**config.mk**
```make
export PLATFORM = sky130hd
export DESIGN_NAME = sap_out_uart
export DESIGN_NICKNAME = d
export VERILOG_FILES = /design/src/rtl/sap_1_pkg.sv /design/src/rtl/sync_fifo.sv /design/src/rtl/sap_out_uart.sv
export SDC_FILE = /design/constraint.sdc
export NUM_CORES = 1
export LEC_CHECK = 0
export CAP_MARGIN = 10
export CORE_MARGIN = 4
export CORE_UTILIZATION = 64
export DETAILED_ROUTE_END_ITERATION = 8
export HOLD_SLACK_MARGIN = 0.03
export PLACE_DENSITY = 0.87
export SYNTH_ARGS = -nofsm -noshare
export SYNTH_HDL_FRONTEND = slang
export SYNTH_HIERARCHICAL = 1
export SYNTH_SLANG_ARGS = --single-unit
```
**constraint.sdc**
```tcl
create_clock -name clk -period 5.4 [get_ports clk]
set_input_delay 0.54 -clock clk [delete_from_list [all_inputs] [get_ports clk]]
set_output_delay 0.54 -clock clk [all_outputs]
set_load 0.01 [all_outputs]
```
**src/rtl/sap_1_pkg.sv**
```systemverilog
// Shared definitions for the SAP-1 output stage: UART FSM states, frame
// width and default sizing of the divider and capture FIFO.
package sap_1_pkg;

    typedef enum logic [1:0] {
        ST_IDLE  = 2'd0,
        ST_START = 2'd1,
        ST_DATA  = 2'd2,
        ST_STOP  = 2'd3
    } uart_state_t;

    localparam int UART_BITS        = 8;
    localparam int DEF_CLK_DIV      = 16;
    localparam int DEF_FIFO_DEPTH   = 4;

    // Level counters need one bit more than the pointer index to represent "full".
    function automatic int lvl_width(input int depth);
        return $clog2(depth) + 1;
    endfunction

endpackage

```
**src/rtl/sync_fifo.sv**
```systemverilog
// Single-clock FIFO with extra-MSB pointers; rdata is presented combinationally
// from the read pointer so a pop consumes the word visible in the same cycle.
module sync_fifo #(
    parameter int WIDTH = 8,
    parameter int DEPTH = 4,
    localparam int AW   = $clog2(DEPTH)
) (
    input  logic             clk,
    input  logic             rst_n,
    input  logic             push,
    input  logic             pop,
    input  logic [WIDTH-1:0] wdata,
    output logic [WIDTH-1:0] rdata,
    output logic             full,
    output logic             empty,
    output logic [AW:0]      level
);

    logic [WIDTH-1:0] r_mem [DEPTH];
    logic [AW:0]      r_wr_ptr;
    logic [AW:0]      r_rd_ptr;
    logic             w_wr_en;
    logic             w_rd_en;

    // A write into a full FIFO is only legal when a read frees the slot on the same edge.
    assign w_wr_en = push & (~full | pop);
    assign w_rd_en = pop & ~empty;

    assign level = r_wr_ptr - r_rd_ptr;
    assign full  = (level == (AW+1)'(DEPTH));
    assign empty = (r_wr_ptr == r_rd_ptr);
    assign rdata = r_mem[r_rd_ptr[AW-1:0]];

    // Storage array write port.
    always_ff @(posedge clk) begin
        if (w_wr_en) begin
            r_mem[r_wr_ptr[AW-1:0]] <= wdata;
        end
    end

    // Read and write pointer advance.
    always_ff @(posedge clk or negedge rst_n) begin
        if (!rst_n) begin
            r_wr_ptr <= {(AW+1){1'b0}};
            r_rd_ptr <= {(AW+1){1'b0}};
        end else begin
            if (w_wr_en) begin
                r_wr_ptr <= r_wr_ptr + (AW+1)'(1);
            end
            if (w_rd_en) begin
                r_rd_ptr <= r_rd_ptr + (AW+1)'(1);
            end
        end
    end

endmodule

```
**src/rtl/sap_out_uart.sv**
```systemverilog
// SAP-1 output stage: captures changes of the core's output bus into a FIFO
// and serialises each byte as an 8N1 UART frame on tx.
module sap_out_uart
    import sap_1_pkg::*;
#(
    parameter int CLK_DIV    = DEF_CLK_DIV,
    parameter int FIFO_DEPTH = DEF_FIFO_DEPTH,
    localparam int LVL_W     = lvl_width(FIFO_DEPTH)
) (
    input  logic             clk,
    input  logic             rst,
    input  logic [7:0]       bus_in,
    input  logic             capture_en,
    output logic             tx,
    output logic             busy,
    output logic             overflow,
    output logic [LVL_W-1:0] fifo_level
);

    localparam int DIV_W = $clog2(CLK_DIV);

    uart_state_t          r_state;
    uart_state_t          w_state_nxt;
    logic [7:0]           r_last_val;
    logic                 r_overflow;
    logic [DIV_W-1:0]     r_div;
    logic [DIV_W-1:0]     w_div_nxt;
    logic [2:0]           r_bit;
    logic [2:0]           w_bit_nxt;
    logic [7:0]           r_shreg;
    logic [7:0]           w_shreg_nxt;
    logic                 r_tx;
    logic                 w_tx_nxt;
    logic                 w_cap;
    logic                 w_push;
    logic                 w_pop;
    logic                 w_full;
    logic                 w_empty;
    logic [7:0]           w_rdata;
    logic [LVL_W-1:0]     w_level;
    logic                 w_div_end;
    logic                 w_last_bit;

    // A change is still recorded in last_val when the FIFO rejects it.
    assign w_cap      = capture_en & (bus_in != r_last_val);
    assign w_push     = w_cap & (~w_full | w_pop);
    assign w_div_end  = (r_div == DIV_W'(CLK_DIV - 1));
    assign w_last_bit = (r_bit == 3'(UART_BITS - 1));

    sync_fifo #(
        .WIDTH (8),
        .DEPTH (FIFO_DEPTH)
    ) u_fifo (
        .clk   (clk),
        .rst_n (rst),
        .push  (w_push),
        .pop   (w_pop),
        .wdata (bus_in),
        .rdata (w_rdata),
        .full  (w_full),
        .empty (w_empty),
        .level (w_level)
    );

    // Change detector history and sticky overflow flag.
    always_ff @(posedge clk or negedge rst) begin
        if (!rst) begin
            r_last_val <= 8'h00;
            r_overflow <= 1'b0;
        end else begin
            if (w_cap) begin
                r_last_val <= bus_in;
            end
            if (w_cap & w_full & ~w_pop) begin
                r_overflow <= 1'b1;
            end
        end
    end

    // FSM state and transmit datapath registers.
    always_ff @(posedge clk or negedge rst) begin
        if (!rst) begin
            r_state <= ST_IDLE;
            r_div   <= {DIV_W{1'b0}};
            r_bit   <= 3'd0;
            r_shreg <= 8'h00;
            r_tx    <= 1'b1;
        end else begin
            r_state <= w_state_nxt;
            r_div   <= w_div_nxt;
            r_bit   <= w_bit_nxt;
            r_shreg <= w_shreg_nxt;
            r_tx    <= w_tx_nxt;
        end
    end

    // Next-state logic.
    always_comb begin
        w_state_nxt = r_state;
        case (r_state)
            ST_IDLE: begin
                if (!w_empty) w_state_nxt = ST_START;
                else          w_state_nxt = ST_IDLE;
            end
            ST_START: begin
                if (w_div_end) w_state_nxt = ST_DATA;
                else           w_state_nxt = ST_START;
            end
            ST_DATA: begin
                if (w_div_end && w_last_bit) w_state_nxt = ST_STOP;
                else                         w_state_nxt = ST_DATA;
            end
            ST_STOP: begin
                if (w_div_end) w_state_nxt = w_empty ? ST_IDLE : ST_START;
                else           w_state_nxt = ST_STOP;
            end
            default: w_state_nxt = ST_IDLE;
        endcase
    end

    // Datapath next values; STOP reloads directly so frames run back to back.
    always_comb begin
        w_pop       = 1'b0;
        w_div_nxt   = r_div + DIV_W'(1);
        w_bit_nxt   = r_bit;
        w_shreg_nxt = r_shreg;
        w_tx_nxt    = r_tx;
        case (r_state)
            ST_IDLE: begin
                w_div_nxt = {DIV_W{1'b0}};
                if (!w_empty) begin
                    w_pop       = 1'b1;
                    w_shreg_nxt = w_rdata;
                    w_bit_nxt   = 3'd0;
                    w_tx_nxt    = 1'b0;
                end else begin
                    w_tx_nxt    = 1'b1;
                end
            end
            ST_START: begin
                if (w_div_end) begin
                    w_div_nxt = {DIV_W{1'b0}};
                    w_tx_nxt  = r_shreg[0];
                end else begin
                    w_tx_nxt  = 1'b0;
                end
            end
            ST_DATA: begin
                if (w_div_end) begin
                    w_div_nxt = {DIV_W{1'b0}};
                    if (w_last_bit) begin
                        w_tx_nxt    = 1'b1;
                    end else begin
                        w_shreg_nxt = {1'b0, r_shreg[7:1]};
                        w_tx_nxt    = r_shreg[1];
                        w_bit_nxt   = r_bit + 3'd1;
                    end
                end else begin
                    w_tx_nxt = r_tx;
                end
            end
            ST_STOP: begin
                w_tx_nxt = 1'b1;
                if (w_div_end) begin
                    w_div_nxt = {DIV_W{1'b0}};
                    if (!w_empty) begin
                        w_pop       = 1'b1;
                        w_shreg_nxt = w_rdata;
                        w_bit_nxt   = 3'd0;
                        w_tx_nxt    = 1'b0;
                    end else begin
                        w_bit_nxt   = 3'd0;
                    end
                end else begin
                    w_bit_nxt = r_bit;
                end
            end
            default: begin
                w_div_nxt = {DIV_W{1'b0}};
                w_tx_nxt  = 1'b1;
            end
        endcase
    end

    assign tx         = r_tx;
    assign overflow   = r_overflow;
    assign fifo_level = w_level;
    assign busy       = (r_state != ST_IDLE) | (w_level != {LVL_W{1'b0}});

endmodule

```
==> key figures <==
Global route
  – Total track usage: 20.7%
  – Total congestion overflow: 0
  – Vias in the first global route: 1905
  – Antenna violations before repair: 0
  – Pin count of the biggest net entering global routing: 34
  – First-pass GRT wire length: 9.49 mm

Synth
  – Post-synth top flop: edfxtp_1
  – Synth Register Bits: 65
  – Largest cells by area after synthesis: edfxtp_1 31%, dfrtp_1 26%, mux2_2 8.8%
  – Async S/R FF share, synth: 50.8%
  – Yosys top cell area share: 31.2%
  – Leading area contributor after synthesis: edfxtp_1
  – YS warnings: 6
  – Syn_area_per_cell: 14.9 um^2
  – Cells after Synth: 207
  – Seq/Total Area, Yosys: 58.0%
  – Syn nets: 235
  – Synth Area in Simple Gates: 5.48%
  – Area of the mapped netlist: 0.00308 mm^2
  – Compound-Gate Fraction of Synth Area: 6.90%
  – Post-synthesis xor/xnor area fraction: 4.75%
  – Multiplexer share of the synthesized area: 15.1%
  – Largest family of logic cells by synthesized area: multiplexers
  – Adder-cell area share of the yosys netlist: 7.15%
  – List of most frequent post-synthesis cells: 32 x dfrtp_1, 32 x edfxtp_1, 24 x mux2_2
  – Post-synthesis cell type count: 40
  – Number of synthesized flops with an enable pin: 32

Layout
  – Fin nets: 258
  – Area Growth Syn to Fin: 13.2%
  – Non-filler cells, final: 287
  – Layout cells sized above 1: 26.0%
  – Area of the multi-input gates: 0.00121 mm^2
  – Layout fillers: 252
  – Ant diodes: 0
  – Storage cell area: 0.00179 mm^2
  – Fin util: 77.4%

STA
  – Final WS setup: 1.70 ns
  – Unrepaired setup endpoints after global routing: false
  – Achievable clock frequency: 0.270 GHz
  – Tmin final: 3.70 ns
  – Setup TNS: 0 ns
  – Tcrit/Tclk final: 68.5%
  – Tightest Pin Transition: 0.756 ns
  – Count of final max-slew check failures: 0
  – Max-slew headroom: 49.4%
  – Final hold vios: 0
  – # setup viols final: 0
  – Skew final: 0.00679 ns

Floorplanning
  – IO Count: 17
  – Initial core utilization: 68.4%
  – DIE HEIGHT: 77.4 um
  – Core area: 0.00450 mm^2
  – Die footprint: 0.00599 mm^2
  – Chip Width: 77.4 um
  – Num rows: 24

Route
  – Avg Vias per Cell: 6.13
  – Post-route ant nets: 0
  – Drt total wl: 5.45 mm
  – Vias: 1758
  – Iteration count of the initial detailed-routing pass: 4
  – WL/cell: 19.0 um
  – DRC: 0
  – DRT iter0 DRCs: 112

Power
  – Worst vdd ir: 0.000423 V
  – Static leakage: 0.00139 uW
  – PD cells: 574 mW/mm^2

Clocking
  – CTS max path bufs: 2
  – Setup Buffers After CTS: 0
  – CTS Buf Count: 9
  – CTS hold repair buffers: 0
  – CTS tree: built
  – Resize count post-CTS: 0
  – Clk_lat worst skew: 0.34 ns
  – CTS Sinks: 65
  – Reg clk slew, reported paths: 0.07 ns
  – H-tree depth: 3
  – CTS Root Cell: clkbuf_8

Worst setup path
  – Top delay family on crit path: adder cells
  – Setup CP Type: flip-flop to output pin
  – Crit-path max cell delay: 0.61 ns
  – Crit path arrival time: 3.16 ns
  – CP startpoint: u_fifo/r_rd_ptr[0]
  – Cells along the critical path: ha_1 -> fa_1 -> xnor3_2 -> inv_1 -> or4b_2 -> clkdlybuf4s50_1
  – Max FO, Critical Path: 11
  – Buf/Inv on CP: 2
  – Startpoint Class: flip-flop
  – Required time worst endpoint: 4.86 ns
  – Worst Setup End Kind: output pin
  – Slowest cell on crit path: or4b_2
  – Reg2reg setup slack: 2.06 ns
  – Reg-to-Reg Start: u_fifo/r_rd_ptr[0]

Place
  – I/O Buffers: 16
  – Dpl ws: 2.06 ns
  – Routability cong.: 0.882
  – Post-DP HPWL: 4.04 mm
  – Placed Instances: 271

Run
  – Number of maximum-capacitance violations: 0

Outcome
  – Status: finished clean

Worst hold path
  – Worst Min Path Start: overflow
  – Hold WC Path Type: flip-flop to flip-flop
## stage by stage
stage,hold WS (ns),total power (uW),cell area (um^2)
after floorplan,0.244,1350,3080
after global placement,0.462,1530,3290
after detailed placement,0.461,1610,3290
after CTS,0.480,2010,3490
after global routing,0.490,2140,3490
final,0.481,2000,3490
## routing by layer
| metal | GRT usage, % | routed length (um) | vias to the layer above |
|---|---|---|---|
| met5 | 0 | 0 | - |
| li1 | - | - | 811 |
| met1 | 26.2 | 2300 | 881 |
| met2 | 33.9 | 2780 | 48 |
| met4 | 8.90 | 128 | 0 |
| met3 | 5.56 | 242 | 18 |
## kinds of logic (layout without fill, tap and decap cells)
group | count (synthesis) | count (layout)
AND/OR/NAND/NOR | 29 | 29
flip-flops | 65 | 65
XOR/XNOR | 15 | 15
AO/OA/AOI/OAI | 27 | 27
multiplexers | 33 | 33
buffers and inverters | 21 | 49
adder cells (fa/ha/maj) | 17 | 17
## power breakdown
part	internal, uW	switching, uW
sequential	690	121
clock	213	189
combinational	395	395
## area by class of cell
class	instances	area share [%]
clock buffer	9	3.55
clock inverter	7	2.01
inverter	16	1.72
multi-input combinational	121	34.8
sequential	65	51.3
tap	52	1.87
timing repair buffer	17	4.81
## flip-flops by register name, summed over array words and instances (netlist names)
register	flops
u_fifo/r_mem	32
r_last_val	8
r_shreg	8
r_div	4
r_bit	3
u_fifo/r_rd_ptr	3
u_fifo/r_wr_ptr	3
r_state	2
overflow	1
tx	1
## path summary, 6_finish.rpt
| kind | endpoint | cells past startpoint |
|---|---|---|
| setup / recovery | busy | 6 |
| min in group asynchronous | r_div[0] | 2 |
| hold / removal | overflow | 1 |
| hold reg to reg | overflow | 1 |
| setup reg to reg | u_fifo/r_mem[1][4] | 7 |
| max in group asynchronous | tx | 2 |
## placed cells by master (no fill, tap or decap), drive strengths merged, types with 2 or more instances in the layout
cell           instances
o21ai                  7
edfxtp                32
a21bo                  2
nor2                   9
a21oi                  9
nand3                  2
inv                   17
mux4                   8
xnor2                 13
nand4b                 2
dfrtp                 32
nand4                  4
clkdlybuf4s50         16
nand2                  4
mux2                  25
clkinv                 4
clkbuf                 9
nor2b                  3
ha                    16
(Power assumes the default switching activity.)
